`src/rtl/fdc_sd_pkg.sv`:
```
// Shared definitions for the FDC-to-SD command sequencer: FSM encodings,
// card register map and the sector-number formatting helper.
package fdc_sd_pkg;

   typedef logic [2:0] state_t;

   localparam state_t ST_IDLE    = 3'd0;
   localparam state_t ST_WR_BASE = 3'd1;
   localparam state_t ST_WR_SECT = 3'd2;
   localparam state_t ST_WR_CNT  = 3'd3;
   localparam state_t ST_WR_CTRL = 3'd4;
   localparam state_t ST_XFER    = 3'd5;
   localparam state_t ST_GAP     = 3'd6;
   localparam state_t ST_DONE    = 3'd7;

   localparam logic [31:0] SD_REG_BASE = 32'd0;
   localparam logic [31:0] SD_REG_SECT = 32'd4;
   localparam logic [31:0] SD_REG_CNT  = 32'd8;
   localparam logic [31:0] SD_REG_CTRL = 32'd12;

   localparam logic [31:0] SD_CTRL_READ  = 32'd2;
   localparam logic [31:0] SD_CTRL_WRITE = 32'd3;

   localparam int SD_SECTOR_BYTES = 512;

   // Sector register value; the 12-bit sector number wraps past 4095.
   function automatic logic [31:0] sect_word(input logic [11:0] lba, input logic [7:0] idx);
      logic [11:0] s;
      s = lba + {4'b0, idx};
      return {20'b0, s};
   endfunction

endpackage

```
`src/rtl/fdc_sd_sequencer_xfer_counter.sv`:
```
// Per-sector strobe tracking: byte counter, idle timeout and wrong-direction
// detection while the sequencer sits in XFER.
module sd_xfer_counter
   import fdc_sd_pkg::*;
#(
   parameter int TIMEOUT = 1024
) (
   input  logic       clk,
   input  logic       rst,
   input  logic       clr,
   input  logic       active,
   input  logic       dir_write,
   input  logic       slave_write,
   input  logic       slave_read,
   output logic [8:0] byte_cnt,
   output logic       last_byte,
   output logic       timeout,
   output logic       dir_err
);

   localparam int TW = $clog2(TIMEOUT + 1);

   logic [TW-1:0] tmo_q;
   logic          exp_stb;
   logic          opp_stb;

   assign exp_stb   = active & (dir_write ? slave_read  : slave_write);
   assign opp_stb   = active & (dir_write ? slave_write : slave_read);
   assign dir_err   = opp_stb;
   assign last_byte = exp_stb & ~opp_stb & (byte_cnt == 9'(SD_SECTOR_BYTES - 1));
   // tmo_q counts edges since the last reload, so an expected strobe on the
   // firing cycle reloads instead of timing out.
   assign timeout   = active & ~exp_stb & (tmo_q == TW'(TIMEOUT - 1));

   always_ff @(posedge clk or posedge rst) begin
      if (rst) begin
         byte_cnt <= '0;
         tmo_q    <= TW'(1);
      end else begin
         if (clr)
            byte_cnt <= '0;
         else if (exp_stb & ~opp_stb)
            byte_cnt <= byte_cnt + 9'd1;   // wraps to 0 on the 512th strobe
         if (~active | exp_stb)
            tmo_q <= TW'(1);
         else
            tmo_q <= tmo_q + TW'(1);
      end
   end

endmodule

```
`src/rtl/fdc_sd_sequencer.sv`:
```
// Turns a multi-sector FDC request into SD register-block writes, then tracks
// each sector's 512-strobe burst and reports completion or timeout.
module fdc_sd_sequencer
   import fdc_sd_pkg::*;
#(
   parameter logic [31:0] BASE    = 32'h0000_0000,
   parameter int          TIMEOUT = 1024
) (
   input  logic        clk,
   input  logic        rst,
   input  logic        req_valid,
   output logic        req_ready,
   input  logic        req_write,
   input  logic [11:0] req_lba,
   input  logic [7:0]  req_count,
   output logic        done,
   output logic        error,
   output logic        busy,
   output logic [7:0]  sector_index,
   output logic [8:0]  byte_index,
   output logic [31:0] sd_master_address,
   output logic        sd_master_write,
   output logic [31:0] sd_master_writedata,
   input  logic        sd_master_waitrequest,
   input  logic        sd_slave_write,
   input  logic        sd_slave_read
);

   state_t      state_q, state_d;
   logic        wr_q;
   logic [11:0] lba_q;
   logic [7:0]  cnt_q;
   logic [7:0]  sect_q;
   logic        err_q;
   logic        gap_q;
   logic        accept;
   logic        in_xfer;
   logic        last_byte;
   logic        timeout;
   logic        dir_err;

   assign accept  = req_valid & req_ready;
   assign in_xfer = (state_q == ST_XFER);

   sd_xfer_counter #(.TIMEOUT(TIMEOUT)) u_xfer (
      .clk         (clk),
      .rst         (rst),
      .clr         (accept),
      .active      (in_xfer),
      .dir_write   (wr_q),
      .slave_write (sd_slave_write),
      .slave_read  (sd_slave_read),
      .byte_cnt    (byte_index),
      .last_byte   (last_byte),
      .timeout     (timeout),
      .dir_err     (dir_err)
   );

   always_comb begin
      state_d = state_q;
      case (state_q)
         ST_IDLE:    if (accept) state_d = (req_count == 8'd0) ? ST_DONE : ST_WR_BASE;
         ST_WR_BASE: if (!sd_master_waitrequest) state_d = ST_WR_SECT;
         ST_WR_SECT: if (!sd_master_waitrequest) state_d = ST_WR_CNT;
         ST_WR_CNT:  if (!sd_master_waitrequest) state_d = ST_WR_CTRL;
         ST_WR_CTRL: if (!sd_master_waitrequest) state_d = ST_XFER;
         ST_XFER: begin
            if (dir_err | timeout) state_d = ST_DONE;
            else if (last_byte)    state_d = ST_GAP;
         end
         // sect_q already holds the incremented count throughout GAP.
         ST_GAP:     if (gap_q) state_d = (sect_q == cnt_q) ? ST_DONE : ST_WR_SECT;
         ST_DONE:    state_d = ST_IDLE;
         default:    state_d = ST_IDLE;
      endcase
   end

   always_ff @(posedge clk or posedge rst) begin
      if (rst) begin
         state_q <= ST_IDLE;
         wr_q    <= 1'b0;
         lba_q   <= '0;
         cnt_q   <= '0;
         sect_q  <= '0;
         err_q   <= 1'b0;
         gap_q   <= 1'b0;
      end else begin
         state_q <= state_d;
         gap_q   <= (state_q == ST_GAP) ? ~gap_q : 1'b0;
         if (accept) begin
            wr_q   <= req_write;
            lba_q  <= req_lba;
            cnt_q  <= req_count;
            sect_q <= '0;
            err_q  <= 1'b0;
         end
         if (in_xfer & (dir_err | timeout))
            err_q <= 1'b1;
         else if (in_xfer & last_byte)
            sect_q <= sect_q + 8'd1;
      end
   end

   always_comb begin
      sd_master_write     = 1'b0;
      sd_master_address   = '0;
      sd_master_writedata = '0;
      case (state_q)
         ST_WR_BASE: begin
            sd_master_write     = 1'b1;
            sd_master_address   = SD_REG_BASE;
            sd_master_writedata = BASE;
         end
         ST_WR_SECT: begin
            sd_master_write     = 1'b1;
            sd_master_address   = SD_REG_SECT;
            sd_master_writedata = sect_word(lba_q, sect_q);
         end
         ST_WR_CNT: begin
            sd_master_write     = 1'b1;
            sd_master_address   = SD_REG_CNT;
            sd_master_writedata = 32'd1;
         end
         ST_WR_CTRL: begin
            sd_master_write     = 1'b1;
            sd_master_address   = SD_REG_CTRL;
            sd_master_writedata = wr_q ? SD_CTRL_WRITE : SD_CTRL_READ;
         end
         default: ;
      endcase
   end

   assign req_ready    = (state_q == ST_IDLE);
   assign busy         = (state_q != ST_IDLE);
   assign done         = (state_q == ST_DONE);
   assign error        = err_q;
   assign sector_index = sect_q;

endmodule

```
`config.mk`:
```
export PLATFORM = sky130hd
export DESIGN_NAME = fdc_sd_sequencer
export DESIGN_NICKNAME = d
export VERILOG_FILES = /design/src/rtl/fdc_sd_pkg.sv /design/src/rtl/fdc_sd_sequencer_xfer_counter.sv /design/src/rtl/fdc_sd_sequencer.sv
export SDC_FILE = /design/constraint.sdc
export NUM_CORES = 1
export LEC_CHECK = 0
export BUFFER_PORTS_ARGS = -buffer_cell sky130_fd_sc_hd__clkbuf_2
export CELL_PAD_IN_SITES_DETAIL_PLACEMENT = 0
export CELL_PAD_IN_SITES_GLOBAL_PLACEMENT = 1
export CORE_MARGIN = 3
export CORE_UTILIZATION = 40
export CTS_CLUSTER_SIZE = 10
export DETAILED_ROUTE_END_ITERATION = 12
export PLACE_DENSITY_LB_ADDON = 0.1
export SLEW_MARGIN = 20
export SYNTH_ARGS = -nofsm -noshare
export SYNTH_HDL_FRONTEND = slang
export SYNTH_HIERARCHICAL = 1
export SYNTH_SLANG_ARGS = --single-unit
```
`constraint.sdc`:
```
create_clock -name clk -period 3.3 [get_ports clk]
set_input_delay 0.165 -clock clk [delete_from_list [all_inputs] [get_ports clk]]
set_output_delay 0.165 -clock clk [all_outputs]
set_load 0.05 [all_outputs]
```
Yosys cells after proc, flatten, opt, wreduce, memory -nomap -nowiden
Cells that the tools add are included.
{"block": "op_classes", "n_addsub": 4, "eq_ne": 17, "n_mux": 26, "n_bitwise": 15, "reduce_logical": 7}
{"cell": "one-hot mux 12 bit (3 select lines)", "count": 1}
{"cell": "2-to-1 mux 3 bit", "count": 10}
{"cell": "2-to-1 mux 8 bit", "count": 3}
{"cell": "one-hot mux 3 bit (8 select lines)", "count": 1}
{"cell": "2-to-1 mux 9 bit", "count": 2}
{"cell": "adder 12 x 8 -> 12 bit", "count": 1}
{"cell": "equality test 3 bit (second input constant)", "count": 4}
{"cell": "one-hot mux 4 bit (3 select lines)", "count": 1}
{"cell": "adder 11 x 1 -> 11 bit (second input constant)", "count": 1}
{"cell": "equality test 11 x 10 -> 1 bit (second input constant)", "count": 1}
{"cell": "2-to-1 mux 11 bit", "count": 1}
{"cell": "inequality test 2 bit (second input constant)", "count": 5}
{"cell": "adder 9 x 1 -> 9 bit (second input constant)", "count": 1}
{"cell": "AND 1 bit", "count": 9}
{"cell": "equality test 9 bit (second input constant)", "count": 1}
{"cell": "adder 8 x 1 -> 8 bit (second input constant)", "count": 1}
{"cell": "equality test 8 bit", "count": 1}
{"cell": "zero test 8 bit", "count": 1}
{"cell": "2-to-1 mux 1 bit", "count": 7}
{"cell": "AND reduction 7 bit", "count": 1}
{"cell": "equality test 3 x 2 -> 1 bit (second input constant)", "count": 2}
{"cell": "NOT 1 bit", "count": 4}
{"cell": "nonzero test 2 bit", "count": 2}
{"cell": "OR reduction 4 bit", "count": 1}
{"cell": "other kinds (6)", "count": 7}
{"block": "word_totals", "register_bits": 54, "in_bits": 27, "out_inout_bits": 86, "word_cells": 78}

Logic depth before layout (Yosys ltp)
Gate-level depths: netlist of run 1.
{"block": "logic_depth", "ltp_word": 8, "depth_mapped": 10, "ltp_nobuf": 9}

By module
Netlist of run 1, hierarchy kept.
{"module": "fdc_sd_sequencer", "n_inst": 1, "cells_each": 301, "area_each_um2": 2474.9, "seq_area_each_um2": 850.8}
{"module": "sd_xfer_counter", "n_inst": 1, "cells_each": 107, "area_each_um2": 1047.3, "seq_area_each_um2": 501.7}

Worst setup path before layout of run 1
OpenSTA, ideal clock, no wires.
{"block": "synth_path", "kind": "reg2out", "start": "reg sect_q[0] (netlist: sector_index[0])", "end": "out sd_master_writedata[10]", "arrival_ns": 2.894, "required_ns": 3.135, "slack_ns": 0.241, "path_stages_with_launch": 8, "n_path_buf": 0, "path_cell_list": "dfrtp_1 -> ha_1 -> fa_1 -> a21o_1 -> a21oi_1 -> o31ai_1 -> a31o_2 -> a21oi_1"}
{"block": "synth_via", "elab_chain_len": 2}
{"item": "start: declaration", "line": "fdc_sd_sequencer.sv:33", "rtl": "logic [7:0] sect_q;"}
{"item": "start signal: assignment", "line": "fdc_sd_sequencer.sv:100", "rtl": "sect_q <= sect_q + 8'd1;"}
{"item": "adder 12 x 8 -> 12 bit", "line": "fdc_sd_pkg.sv:29", "rtl": "s = lba + {4'b0, idx};"}
{"item": "one-hot mux 12 bit (3 select lines)", "line": "fdc_sd_sequencer.sv:108", "rtl": "case (state_q)"}
{"item": "end: declaration", "line": "fdc_sd_sequencer.sv:23", "rtl": "output logic [31:0] sd_master_writedata,"}
No other way between the ends.

Final worst setup path of run 1
Same ends and word-level chain as after synthesis.

==> insert_results.sql, run 1 <==
INSERT INTO impl_metrics (metric_group, metric, value, unit) VALUES
('sta', 'report.final.hold_viol_count', '0', ''),
('cells_and_area', 'postLayoutCoreUtil', '46.1', '%'),
('grt', 'grt.total_usage', '15.1', '%'),
('clock_network', 'cts.htree.levels', '2', ''),
('cells_and_area', 'n_antenna_cell', '0', ''),
('synthesis', 'adder_cell_share_of_the_synthesized_area', '4.83', '%'),
('grt', 'grt_first_pass_wirelength', '12300', 'microns'),
('synthesis', 'number_of_flops_mapped_to_enable_cells_by_yosys', '0', ''),
('sta', 'grt_setup_unrepaired', 'false', ''),
('detailed_routing', 'finalWirelength', '7440', 'microns'),
('setup_path', 'critPathLaunchType', 'flip-flop', ''),
('power', 'reported_leakage_power', '1.95', 'nW'),
('power', 'clk_network_pwr_share', '15.6', '%'),
('sta', 'slew_violations', '0', ''),
('grt', 'antenna_violations_before_repair', '0', ''),
('clock_network', 'tritoncts_clock_tree', 'built', ''),
('cells_and_area', 'layout.cells.most_common', 'sky130_fd_sc_hd__nand2_1', ''),
('grt', 'number_of_global_route_vias_before_repair', '2542', ''),
('synthesis', 'share_of_the_synthesized_area_in_compound_gates_ao_oa_aoi_oai', '10.0', '%'),
('detailed_routing', 'num_vias', '2744', ''),
('synthesis', 'synth_mux_area_share', '1.42', '%'),
('clock_network', 'cts.repair.resized', '0', ''),
('detailed_routing', 'firstDrtPassIters', '4', ''),
('setup_path', 'criticalPathCategory', 'flip-flop to output pin', ''),
('status', 'outcome', 'finished clean', ''),
('place', 'gp_routability_congestion', '0.769', ''),
('cells_and_area', 'final_design_area_no_fill', '3860', 'sq um'),
('floorplan', 'initial_core_utilization', '42.0', '%'),
('place', 'placedInstanceArea', '3740', 'sq um'),
('power', 'power.density_cell_area', '735', 'nW/um^2'),
('sta', 'setup_viol', '0', ''),
('synthesis', 'ys_async_sr_fraction', '100', '%'),
('clock_network', 'clkTransAtPathRegs', '0.10', 'ns'),
('setup_path', 'worst-path-max-fanout', '8', ''),
('floorplan', 'die_w', '99.8', 'microns'),
('clock_network', 'cts_buffers', '5', ''),
('setup_path', 'crit_path_end_kind', 'output pin', ''),
('clock_network', 'cts.sinks', '54', ''),
('cells_and_area', 'fin_cells', '575', ''),
('cells_and_area', 'seq_area', '1350', 'sq um'),
('floorplan', 'die_area', '9970', 'sq um'),
('floorplan', 'io_pins', '113', ''),
('setup_path', 'timing.critical_path.arrival', '2.75', 'ns'),
('place', 'place_inst', '566', ''),
('sta', 'fin_setup_tns', '0', 'ns'),
('cells_and_area', 'most_used_cells_in_the_layout_excluding_fill_and_tap_cells', 'sky130_fd_sc_hd__nand2_1 (85), sky130_fd_sc_hd__clkbuf_2 (62), sky130_fd_sc_hd__dfrtp_1 (53), sky130_fd_sc_hd__conb_1 (50), sky130_fd_sc_hd__nor2_1 (31)', ''),
('synthesis', 'synthCells', '408', ''),
('place', 'place.detailed.hpwl', '5660', 'microns'),
('flow_run', 'maxCapViolCount', '0', ''),
('floorplan', 'die_h', '99.8', 'microns'),
('detailed_routing', 'wl_per_cell', '12.9', 'microns'),
('synthesis', 'avg_inst_size_synth', '8.63', 'sq um'),
('clock_network', 'root_buffer', 'sky130_fd_sc_hd__clkbuf_8', ''),
('floorplan', 'floorplan.core_area', '8380', 'sq um'),
('detailed_routing', 'antenna_violating_nets_post_route', '0', ''),
('synthesis', 'ys_types', '52', ''),
('sta', 'finalWorstPathRequiredPeriod', '2.92', 'ns'),
('sta', 'final.period_utilization', '88.5', '%'),
('synthesis', 'yosysWarningCount', '6', ''),
('clock_network', 'insertion_delay', '0.30', 'ns'),
('cells_and_area', 'multi_input_gate_area', '1860', 'sq um'),
('synthesis', 'synth_ff_type', 'sky130_fd_sc_hd__dfrtp_1', ''),
('synthesis', 'seq_area_frac_synth', '38.4', '%'),
('synthesis', 'synth-simple-area-share', '23.4', '%'),
('cells_and_area', 'final_layout_size_suffix_gt1_share', '18.3', '%'),
('detailed_routing', 'route.detailed.drc', '0', ''),
('worst_hold_path', 'hold_class', 'input port to flip-flop', ''),
('synthesis', 'synth_seq_cells', '54', ''),
('cells_and_area', 'area_delta_synth_final', '9.63', '%'),
('power', 'power.share.combinational', '47.1', '%'),
('sta', 'tightest_slew', '0.774', 'ns');
critical path: stages (launching register included):
cell and delay (ns):
sky130_fd_sc_hd__dfrtp_1 0.49, sky130_fd_sc_hd__ha_1 0.28, sky130_fd_sc_hd__fa_1 0.40, sky130_fd_sc_hd__a21o_1 0.17, sky130_fd_sc_hd__a21oi_1 0.25, sky130_fd_sc_hd__o31ai_1 0.18, sky130_fd_sc_hd__a31o_2 0.27, sky130_fd_sc_hd__a21oi_1 0.12
sky130_fd_sc_hd__clkbuf_2 0.30
timing repair:
| action | CTS | global route |
|---|---|---|
| endpoints found under the hold margin | 0 | 25 |
| buffers inserted | 0 | 0 |
| hold buffers | 0 | 1 |
| setup endpoints to repair | 0 | 0 |
path summary, 6_finish.rpt:
check,cells after the start,to,slack (ns),startpoint
hold reg to reg,1,gap_q$_DFF_PP0_,0.44,gap_q$_DFF_PP0_
setup / recovery,8,sd_master_writedata[10],0.38,sector_index[0]$_DFF_PP0_
hold / removal,3,lba_q[11]$_DFFE_PP0P_,0.05,req_lba[11]
setup reg to reg,9,sector_index[5]$_DFF_PP0_,0.61,state_q[0]$_DFFE_PP0P_
min in group asynchronous,3,lba_q[11]$_DFFE_PP0P_,0.45,rst
max in group asynchronous,3,u_xfer/byte_cnt[0]$_DFFE_PP0P_,2.27,rst
registers in the layout (all words and copies together), names as in the netlist:
register / cells
sector_index: 8
u_xfer/byte_cnt: 9
gap_q: 1
wr_q: 1
cnt_q: 8
state_q: 3
error: 1
u_xfer/tmo_q: 11
lba_q: 12
cells in the mapped netlist (2+ instances only):
library cell               instances  share of area (%)
sky130_fd_sc_hd__buf_4            52                 11
sky130_fd_sc_hd__nand3_1          12                1.7
sky130_fd_sc_hd__nor4_1            3               0.53
sky130_fd_sc_hd__o21a_1            2               0.43
sky130_fd_sc_hd__o31ai_1           5                1.1
sky130_fd_sc_hd__xor2_1            9                2.2
sky130_fd_sc_hd__nor3_1            5               0.71
sky130_fd_sc_hd__xnor2_1          22                5.5
sky130_fd_sc_hd__nand2b_1          3               0.53
sky130_fd_sc_hd__ha_1             12                4.3
sky130_fd_sc_hd__o211ai_1          2               0.43
sky130_fd_sc_hd__or4_1             4               0.85
sky130_fd_sc_hd__nand4_1           7                1.2
sky130_fd_sc_hd__mux2i_1           5                1.4
sky130_fd_sc_hd__and3_1            2               0.36
sky130_fd_sc_hd__buf_2             3               0.43
sky130_fd_sc_hd__or3_1             4               0.71
sky130_fd_sc_hd__a31oi_1           3               0.53
sky130_fd_sc_hd__a21oi_1          18                2.6
sky130_fd_sc_hd__a211oi_1          3               0.64
sky130_fd_sc_hd__nor2b_1           4               0.71
sky130_fd_sc_hd__a21o_1            3               0.64
sky130_fd_sc_hd__nor2_1           31                3.3
sky130_fd_sc_hd__inv_1            13                1.4
sky130_fd_sc_hd__dfrtp_1          53                 38
sky130_fd_sc_hd__clkbuf_1          6               0.64
sky130_fd_sc_hd__o21ai_0          11                1.6
sky130_fd_sc_hd__nand2_1          85                9.1
sky130_fd_sc_hd__o21ai_1           3               0.43
cell families after synthesis:
| kind of cell | count (synthesis) |
|---|---|
| other | 1 |
| xor gates and xnor gates | 31 |
| and+or+nand+nor | 170 |
| buffers and inverters | 77 |
| muxes | 5 |
| AOI/OAI and AO/OA | 57 |
| adders and majority gates | 13 |
| DFF | 54 |
through the flow:
step                total power [mW]  setup WS, ns
finish                          2.84         0.380
CTS                             2.87         0.357
floorplan                       2.20         0.241
global placement                2.41         0.703
global route                    3.06         0.188
detailed placement              2.42         0.621
metal layers:
| layer | GRT usage, % | vias up | wire (microns) |
|---|---|---|---|
| li1 | - | 1398 | - |
| met1 | 20.9 | 1289 | 3430 |
| met2 | 24.9 | 55 | 3660 |
| met3 | 2.85 | 2 | 320 |
| met4 | 2.52 | 0 | 31 |
| met5 | 0 | - | 0 |
cell type report:
type                       count  area share [%]
tap                          105            3.40
clock buffer                   5            1.78
inverter                      14            1.36
sequential                    54            35.0
multi-input combinational    326            48.1
clock inverter                 3            1.04
timing repair buffer          68            9.27
power by group through the flow:
stage / sequential [mW] / clock [mW] / combinational [mW]
6_report: 1.06 / 0.443 / 1.34
3_3_place_gp: 1.07 / 0 / 1.34
2_1_floorplan: 1.05 / 0 / 1.15
3_5_place_dp: 1.07 / 0 / 1.35
4_1_cts: 1.06 / 0.459 / 1.35
5_1_grt: 1.10 / 0.489 / 1.47
Power figures use the tool's default switching activity.
==> run 2: changes to the inputs <==
--- a/config.mk
+++ b/config.mk
@@ -12,6 +12,7 @@
 export CORE_UTILIZATION = 40
 export CTS_CLUSTER_SIZE = 10
 export DETAILED_ROUTE_END_ITERATION = 12
+export GPL_TIMING_DRIVEN = 0
 export PLACE_DENSITY_LB_ADDON = 0.1
 export SLEW_MARGIN = 20
 export SYNTH_ARGS = -nofsm -noshare
==> run 2 against run 1 <==
Effect of this change:
- fmax down 2.7%
- worst hold slack lost 0.0062 ns
- clock power decreased by 13%
- first-iteration DRC count rose by 19%
- clock skew shrank 0.0041 ns
- flip-flop and latch count stayed put
- count of clock-buffer cells in the layout is 2 higher
- design area rose by 10%
- largest cell class unchanged
- highest routed layer unchanged
==> insert_results.sql, run 2 (synthesis gave the netlist of run 1 again) <==
INSERT INTO impl_metrics (metric_group, metric, value, unit) VALUES
('sta', 'finalWorstPathRequiredPeriod', '3.00', 'ns'),
('clock_network', 'clkTransAtPathRegs', '0.10', 'ns'),
('setup_path', 'crit_path_cell_trace', 'ha_1 > fa_1 > a21o_1 > a21oi_1 > o31ai_1 > a31o_2 > a21oi_1 > clkbuf_2', ''),
('floorplan', 'die_h', '99.8', 'microns'),
('setup_path', 'cp-endpoint', 'sd_master_writedata[10]', ''),
('place', 'i_o_buffers', '62', ''),
('sta', 'final_worst_clock_skew', '0.00415', 'ns'),
('cells_and_area', 'largest-register', 'lba_q', ''),
('setup_path', 'cp.required', '3.13', 'ns'),
('clock_network', 'cts.htree.levels', '2', ''),
('floorplan', 'std_cell_rows', '33', ''),
('sta', 'final.period_utilization', '91.0', '%'),
('setup_path', 'worst-r2r-setup-slack', '0.64', 'ns'),
('floorplan', 'die_area', '9970', 'sq um'),
('setup_path', 'critical-path-top-delay-family', 'compound AO/OA/AOI/OAI gates', ''),
('detailed_routing', 'firstDrtPassIters', '4', ''),
('place', 'place_inst', '624', ''),
('cells_and_area', 'layout_top_registers', 'lba_q (12), u_xfer/tmo_q (11), u_xfer/byte_cnt (9)', ''),
('setup_path', 'cp_slowest_cell', 'sky130_fd_sc_hd__dfrtp_1', ''),
('setup_path', 'criticalPathCategory', 'flip-flop to output pin', ''),
('cells_and_area', 'n_antenna_cell', '0', ''),
('setup_path', 'cp_common_cell', 'sky130_fd_sc_hd__a21oi_1', ''),
('cells_and_area', 'nFillCells', '861', ''),
('cells_and_area', 'final_layout_size_suffix_gt1_share', '25.8', '%'),
('sta', 'fmaxAchievable', '333', 'MHz'),
('floorplan', 'floorplan.core_area', '8380', 'sq um'),
('clock_network', 'cts_buffers', '5', ''),
('detailed_routing', 'drt_first_iter_violations', '120', ''),
('detailed_routing', 'route.detailed.drc', '0', ''),
('sta', 'fin_setup_tns', '0', 'ns'),
('grt', 'grt_first_pass_wirelength', '12300', 'microns'),
('clock_network', 'cts.sinks', '54', ''),
('grt', 'number_of_global_route_vias_before_repair', '2586', ''),
('flow_run', 'maxCapViolCount', '0', ''),
('cells_and_area', 'max_reg_flops', '12', ''),
('setup_path', 'crit_path_end_kind', 'output pin', ''),
('setup_path', 'cp.depth', '8', ''),
('grt', 'antenna_violations_before_repair', '0', ''),
('detailed_routing', 'avgViaCountPerCell', '4.57', ''),
('clock_network', 'tritoncts_clock_tree', 'built', ''),
('setup_path', 'crit_start', 'sector_index[0]$_DFF_PP0_', ''),
('setup_path', 'critPathLaunchType', 'flip-flop', ''),
('clock_network', 'insertion_delay', '0.30', 'ns'),
('sta', 'slew_violations', '0', ''),
('setup_path', 'worst-path-max-fanout', '8', ''),
('cells_and_area', 'fin_nets', '567', ''),
('place', 'pre_cts_ws', '0.656', 'ns'),
('power', 'reported_leakage_power', '2.23', 'nW'),
('floorplan', 'die_w', '99.8', 'microns'),
('status', 'outcome', 'finished clean', ''),
('sta', 'report.final.hold_viol_count', '0', ''),
('grt', 'grt_max_degree', '35', ''),
('power', 'power.density_cell_area', '677', 'nW/um^2'),
('sta', 'slew-limit-headroom', '48.1', '%'),
('sta', 'finalWorstSetupSlack', '0.299', 'ns'),
('cells_and_area', 'layout.cells.most_common', 'sky130_fd_sc_hd__nand2_1', ''),
('sta', 'setup_viol', '0', ''),
('clock_network', 'root_buffer', 'sky130_fd_sc_hd__clkbuf_8', ''),
('setup_path', 'regToRegStartpoint', 'u_xfer/tmo_q[0]$_DFF_PP1_', ''),
('floorplan', 'initial_core_utilization', '42.0', '%'),
('worst_hold_path', 'min_delay_path_depth', '3', ''),
('cells_and_area', 'area_delta_synth_final', '20.6', '%'),
('power', 'peak_supply_drop', '0.000236', 'V'),
('sta', 'tightest_slew', '0.777', 'ns'),
('cells_and_area', 'most_used_cells_in_the_layout_excluding_fill_and_tap_cells', 'sky130_fd_sc_hd__nand2_1 (85), sky130_fd_sc_hd__clkbuf_2 (62), sky130_fd_sc_hd__dfrtp_1 (53), sky130_fd_sc_hd__buf_4 (52), sky130_fd_sc_hd__conb_1 (50)', ''),
('worst_hold_path', 'hold_class', 'input port to flip-flop', ''),
('detailed_routing', 'finalWirelength', '7630', 'microns'),
('clock_network', 'cts.repair.resized', '0', ''),
('setup_path', 'cp.buffers_inverters', '1', ''),
('grt', 'grt.total_usage', '15.0', '%'),
('cells_and_area', 'fin_cells', '633', ''),
('floorplan', 'io_pins', '113', ''),
('setup_path', 'timing.critical_path.arrival', '2.84', 'ns'),
('detailed_routing', 'wl_per_cell', '12.0', 'microns'),
('place', 'gp_routability_congestion', '0.805', ''),
('grt', 'globalRouteOverflowTotal', '0', ''),
('setup_path', 'worst-r2r-cell-count', '8', ''),
('setup_path', 'worst_path_largest_cell_delay', '0.50', 'ns'),
('setup_path', 'r2r-end', 'state_q[2]$_DFFE_PP0P_', ''),
('clock_network', 'cts.path.max_buffers', '2', ''),
('sta', 'grt_setup_unrepaired', 'false', ''),
('detailed_routing', 'antenna_violating_nets_post_route', '0', ''),
('detailed_routing', 'num_vias', '2893', ''),
('place', 'place.detailed.hpwl', '5930', 'microns'),
('cells_and_area', 'postLayoutCoreUtil', '50.7', '%');
-- run 2: cell types whose count changed in the layout (fill, tap and decap cells not counted) --
cell and delta:
sky130_fd_sc_hd__buf_2 +3, sky130_fd_sc_hd__buf_1 +1, sky130_fd_sc_hd__buf_4 +47, sky130_fd_sc_hd__buf_6 +1, sky130_fd_sc_hd__clkbuf_8 +1, sky130_fd_sc_hd__clkbuf_1 +7
sky130_fd_sc_hd__clkinv_2 -1, sky130_fd_sc_hd__bufinv_16 -1
-- run 2: how the worst min path moves through the flow --
stage	start	to
finish	req_lba[6]	lba_q[6]$_DFFE_PP0P_
global placement	rst	u_xfer/tmo_q[7]$_DFF_PP0_
CTS	req_lba[6]	lba_q[6]$_DFFE_PP0P_
detailed placement	rst	lba_q[11]$_DFFE_PP0P_
floorplan	rst	u_xfer/byte_cnt[0]$_DFFE_PP0P_
global route	req_lba[6]	lba_q[6]$_DFFE_PP0P_
-- run 2: worst min-delay path: stages --
cell and delay [ns]:
sky130_fd_sc_hd__clkbuf_2 0.07, sky130_fd_sc_hd__nand2_1 0.04, sky130_fd_sc_hd__nand2_1 0.04
-- run 2: layout make-up --
type                    instances  area [sq um]  share of cell area (%)
inverters                      14          52.6                    1.24
repair buffers                 63           320                    7.54
multi-input cells             326          1860                    43.7
well taps                     105           131                    3.09
clock inverters                 1          5.00                   0.118
plain buffers                  63           443                    10.4
clock buffers                   7          86.3                    2.03
flip-flops and latches         54          1350                    31.8
-- run 2: report_power, final --
group	internal, mW	switching (mW)	leakage (nW)
Sequential	0.852	0.151	0.708
Clock	0.170	0.217	0.0482
Combinational	0.475	1.01	1.47
-- run 2: repair_timing --
| action | 4_1_cts | 5_1_grt |
|---|---|---|
| hold buffers | 1 | 0 |
| buffers inserted | 0 | 0 |
| hold endpoints to repair | 5 | 0 |
-- run 2: layer usage --
| layer | global-route usage (%) | part of all wire, % | wire, microns |
|---|---|---|---|
| met3 | 2.78 | 5.8 | 443 |
| met4 | 3.99 | 1.2 | 95 |
| met1 | 20.1 | 45 | 3440 |
| met2 | 25.0 | 48 | 3650 |
| met5 | 0 | 0 | 0 |
-- run 2: stage by stage --
| stage | total power, mW | instance area [sq um] | hold WS, ns |
|---|---|---|---|
| final | 2.87 | 4250 | 0.0414 |
| after global routing | 3.09 | 4250 | 0.0370 |
| after CTS | 2.90 | 4250 | 0.0373 |
| after detailed placement | 2.50 | 4150 | 0.336 |
| after global placement | 2.49 | 4150 | 0.346 |
| after floorplan | 2.20 | 3710 | 0.128 |
==> run 3: changes to the inputs <==
--- a/config.mk
+++ b/config.mk
@@ -17,5 +17,4 @@
 export SLEW_MARGIN = 20
 export SYNTH_ARGS = -nofsm -noshare
 export SYNTH_HDL_FRONTEND = slang
-export SYNTH_HIERARCHICAL = 1
 export SYNTH_SLANG_ARGS = --single-unit
==> run 3 against run 2 <==
Effect of this change:
- worst hold slack gained 0.0017 ns
- register-to-register slack gained 0.15 ns
- first-iteration DRC count shrank 28%
- flip-flop and latch count is the same
- combinational power grew 3%
- global-route usage grew 1.4 points
- die area shrank 0.77%
- sequential share of layout area grew 0.076 points
- fmax shrank 0.50%
- setup slack lost 0.015 ns
==> insert_results.sql, run 3 <==
INSERT INTO impl_metrics (metric_group, metric, value, unit) VALUES
('sta', 'fin_worst_hold_slack', '0.0432', 'ns'),
('detailed_routing', 'drt_first_iter_violations', '87', ''),
('power', 'reported_leakage_power', '2.26', 'nW'),
('cells_and_area', 'layout.cells.most_common', 'sky130_fd_sc_hd__nand2_1', ''),
('sta', 'fin_setup_tns', '0', 'ns'),
('synthesis', 'synth_seq_cells', '54', ''),
('grt', 'grt_first_pass_wirelength', '13100', 'microns'),
('setup_path', 'cp_slowest_cell', 'sky130_fd_sc_hd__dfrtp_2', ''),
('grt', 'antenna_violations_before_repair', '0', ''),
('setup_path', 'critical-path-top-delay-family', 'adder cells', ''),
('floorplan', 'std_cell_rows', '33', ''),
('synthesis', 'synthDominantAreaCellType', 'sky130_fd_sc_hd__dfrtp_1', ''),
('cells_and_area', 'final_design_area_no_fill', '4240', 'sq um'),
('floorplan', 'initial_core_utilization', '41.9', '%'),
('synthesis', 'number_of_flops_mapped_to_enable_cells_by_yosys', '0', ''),
('setup_path', 'crit_path_cell_trace', 'ha_1 > inv_1 > fa_1 > nor2b_1 > o21a_1 > o21ai_0 > a21oi_1 > mux2_2 > clkbuf_2', ''),
('sta', 'report.final.hold_viol_count', '0', ''),
('cells_and_area', 'final_layout_size_suffix_gt1_share', '25.1', '%'),
('clock_network', 'cts.sinks', '54', ''),
('cells_and_area', 'n_antenna_cell', '0', ''),
('setup_path', 'worst_path_largest_cell_delay', '0.50', 'ns'),
('sta', 'grt_setup_unrepaired', 'false', ''),
('clock_network', 'clkTransAtPathRegs', '0.09', 'ns'),
('synthesis', 'netlist_area', '3490', 'sq um'),
('clock_network', 'tritoncts_clock_tree', 'built', ''),
('setup_path', 'worst-r2r-cell-count', '10', ''),
('floorplan', 'floorplan.core_area', '8340', 'sq um'),
('setup_path', 'regToRegStartpoint', 'u_xfer.byte_cnt[0]$_DFFE_PP0P_', ''),
('grt', 'number_of_global_route_vias_before_repair', '2694', ''),
('clock_network', 'post_cts_buffers', '0', ''),
('setup_path', 'r2r-end', 'sector_index[7]$_DFF_PP0_', ''),
('setup_path', 'criticalPathCategory', 'flip-flop to output pin', ''),
('grt', 'grt.total_usage', '16.4', '%'),
('worst_hold_path', 'min_delay_path_depth', '3', ''),
('status', 'outcome', 'finished clean', ''),
('floorplan', 'die_area', '9890', 'sq um'),
('synthesis', 'yosysWarningCount', '0', ''),
('grt', 'globalRouteOverflowTotal', '0', ''),
('synthesis', 'seq_area_frac_synth', '38.7', '%'),
('synthesis', 'synth_most_common_cell', 'sky130_fd_sc_hd__nand2_1', ''),
('detailed_routing', 'finalWirelength', '7940', 'microns'),
('cells_and_area', 'fin_nets', '572', ''),
('synthesis', 'yosys-top-cells-count', 'sky130_fd_sc_hd__nand2_1 (83), sky130_fd_sc_hd__dfrtp_1 (53), sky130_fd_sc_hd__buf_4 (50), sky130_fd_sc_hd__nor2_1 (35), sky130_fd_sc_hd__xor2_1 (19)', ''),
('detailed_routing', 'route.detailed.drc', '0', ''),
('detailed_routing', 'num_vias', '2931', ''),
('sta', 'setup_viol', '0', ''),
('sta', 'finalWorstPathRequiredPeriod', '3.02', 'ns'),
('sta', 'tightest_slew', '0.672', 'ns'),
('setup_path', 'worst-path-max-fanout', '8', ''),
('place', 'gp_routability_congestion', '0.831', ''),
('setup_path', 'crit_path_end_kind', 'output pin', ''),
('cells_and_area', 'max_reg_flops', '12', ''),
('floorplan', 'io_pins', '113', ''),
('synthesis', 'synth_ff_type', 'sky130_fd_sc_hd__dfrtp_1', ''),
('synthesis', 'yosys.area.top_type_share', '38.0', '%'),
('clock_network', 'cts.path.max_buffers', '2', ''),
('grt', 'grt_max_degree', '55', ''),
('sta', 'final.period_utilization', '91.4', '%'),
('detailed_routing', 'wl_per_cell', '12.5', 'microns'),
('cells_and_area', 'largest-register', 'lba_q', ''),
('setup_path', 'timing.critical_path.arrival', '2.85', 'ns'),
('power', 'power.density_cell_area', '688', 'nW/um^2'),
('flow_run', 'maxCapViolCount', '0', ''),
('sta', 'slew_violations', '0', ''),
('cells_and_area', 'area_delta_synth_final', '21.5', '%'),
('detailed_routing', 'antenna_violating_nets_post_route', '0', ''),
('place', 'place.detailed.hpwl', '6120', 'microns'),
('floorplan', 'die_h', '99.5', 'microns'),
('cells_and_area', 'most_used_cells_in_the_layout_excluding_fill_and_tap_cells', 'sky130_fd_sc_hd__nand2_1 (83), sky130_fd_sc_hd__clkbuf_2 (62), sky130_fd_sc_hd__dfrtp_1 (52), sky130_fd_sc_hd__buf_4 (50), sky130_fd_sc_hd__conb_1 (50)', ''),
('synthesis', 'avg_inst_size_synth', '8.46', 'sq um'),
('worst_hold_path', 'hold_ep', 'lba_q[3]$_DFFE_PP0P_', ''),
('clock_network', 'cts.htree.levels', '2', ''),
('sta', 'finalWorstSetupSlack', '0.284', 'ns'),
('sta', 'slew-limit-headroom', '55.2', '%'),
('synthesis', 'synthCells', '413', ''),
('detailed_routing', 'firstDrtPassIters', '4', ''),
('setup_path', 'critPathLaunchType', 'flip-flop', ''),
('place', 'pre_cts_ws', '0.526', 'ns'),
('place', 'placedInstanceArea', '4120', 'sq um'),
('cells_and_area', 'nFillCells', '855', ''),
('setup_path', 'cp.required', '3.13', 'ns'),
('worst_hold_path', 'hold_class', 'input port to flip-flop', ''),
('clock_network', 'root_buffer', 'sky130_fd_sc_hd__clkbuf_8', ''),
('floorplan', 'die_w', '99.5', 'microns'),
('detailed_routing', 'avgViaCountPerCell', '4.59', ''),
('clock_network', 'cts_buffers', '5', ''),
('place', 'i_o_buffers', '62', ''),
('power', 'peak_supply_drop', '0.000270', 'V'),
('synthesis', 'ys_async_sr_fraction', '100', '%'),
('synthesis', 'post_synth_main_area_contributors', 'sky130_fd_sc_hd__dfrtp_1 (38%), sky130_fd_sc_hd__buf_4 (11%), sky130_fd_sc_hd__nand2_1 (8.9%)', ''),
('setup_path', 'worst-r2r-setup-slack', '0.79', 'ns'),
('worst_hold_path', 'worstHoldStart', 'req_lba[3]', ''),
('sta', 'fmaxAchievable', '332', 'MHz'),
('sta', 'final_worst_clock_skew', '0.00631', 'ns'),
('synthesis', 'ys_types', '48', ''),
('power', 'total_power', '2.92', 'mW'),
('clock_network', 'insertion_delay', '0.31', 'ns'),
('cells_and_area', 'layout_top_registers', 'lba_q (12), u_xfer.tmo_q (11), u_xfer.byte_cnt (9)', ''),
('setup_path', 'cp.buffers_inverters', '2', '');
==> run 3: per-layer routing <==
| layer | up-vias | global-route usage (%) | routed length, microns |
|---|---|---|---|
| li1 | 1520 | - | - |
| met1 | 1325 | 24.2 | 3790 |
| met2 | 81 | 25.2 | 3580 |
| met3 | 5 | 2.81 | 492 |
| met4 | 0 | 3.78 | 79 |
| met5 | - | 0 | 0 |
==> run 3: worst register-to-register path: stages, from the launching register on <==
cell                      delay, ns
sky130_fd_sc_hd__dfrtp_1       0.42
sky130_fd_sc_hd__ha_1          0.23
sky130_fd_sc_hd__and3_1        0.16
sky130_fd_sc_hd__and3_1        0.16
sky130_fd_sc_hd__ha_1          0.26
sky130_fd_sc_hd__inv_1         0.06
sky130_fd_sc_hd__a211o_1       0.28
sky130_fd_sc_hd__buf_6         0.14
sky130_fd_sc_hd__or4_4         0.54
sky130_fd_sc_hd__nand3_2       0.10
sky130_fd_sc_hd__o21ai_2       0.05
==> run 3: cells by family (layout without fill, tap and decap cells) <==
family                     count (synthesis)  count (layout)  share of synthesized area [%]
adders and majority gates                 13              13                           4.87
DFF                                       54              54                           38.7
other                                      1              50                          0.107
muxes                                      6               6                           1.86
xor gates and xnor gates                  29              29                           7.27
buffers and inverters                     75             146                           13.8
and+or+nand+nor                          183             183                           24.2
AOI/OAI and AO/OA                         52              52                           9.17
==> run 3: layout make-up <==
cell class                      instances  area [sq um]  area share (%)
Sequential cell                        54          1350            31.9
Tap cell                              105           131            3.10
Clock buffer                            8           110            2.60
Timing Repair Buffer                   63           320            7.55
Inverter                               12          47.5            1.12
Multi-Input combinational cell        333          1840            43.5
Buffer                                 63           435            10.3
==> run 3: stage by stage <==
stage / instances / util (%)
floorplan: 462 / -
global placement: 629 / 49.4
detailed placement: 629 / 49.4
CTS: 638 / 50.9
global route: 638 / 50.9
finish: 638 / 50.9
==> run 3: what timing repair did <==
action                                 CTS  global route
hold buffers                             1             0
resized for setup                        0             1
endpoints found under the hold margin   53             0
setup endpoints to repair                0             1
==> run 3: power breakdown <==
| group | switching, mW | total (mW) | internal (mW) | leakage, nW |
|---|---|---|---|---|
| logic | 1.07 | 1.52 | 0.455 | 1.49 |
| registers | 0.133 | 0.961 | 0.828 | 0.710 |
| clock network | 0.220 | 0.432 | 0.213 | 0.0575 |
==> run 3: worst max-delay path by stage <==
stage	from	cells past startpoint	end
after floorplan	sector_index[0]$_DFF_PP0_	8	sd_master_writedata[8]
after global placement	sector_index[0]$_DFF_PP0_	9	sd_master_writedata[10]
after detailed placement	sector_index[0]$_DFF_PP0_	9	sd_master_writedata[10]
after CTS	sector_index[0]$_DFF_PP0_	9	sd_master_writedata[10]
after global routing	sector_index[0]$_DFF_PP0_	9	sd_master_writedata[10]
final	sector_index[0]$_DFF_PP0_	9	sd_master_writedata[10]
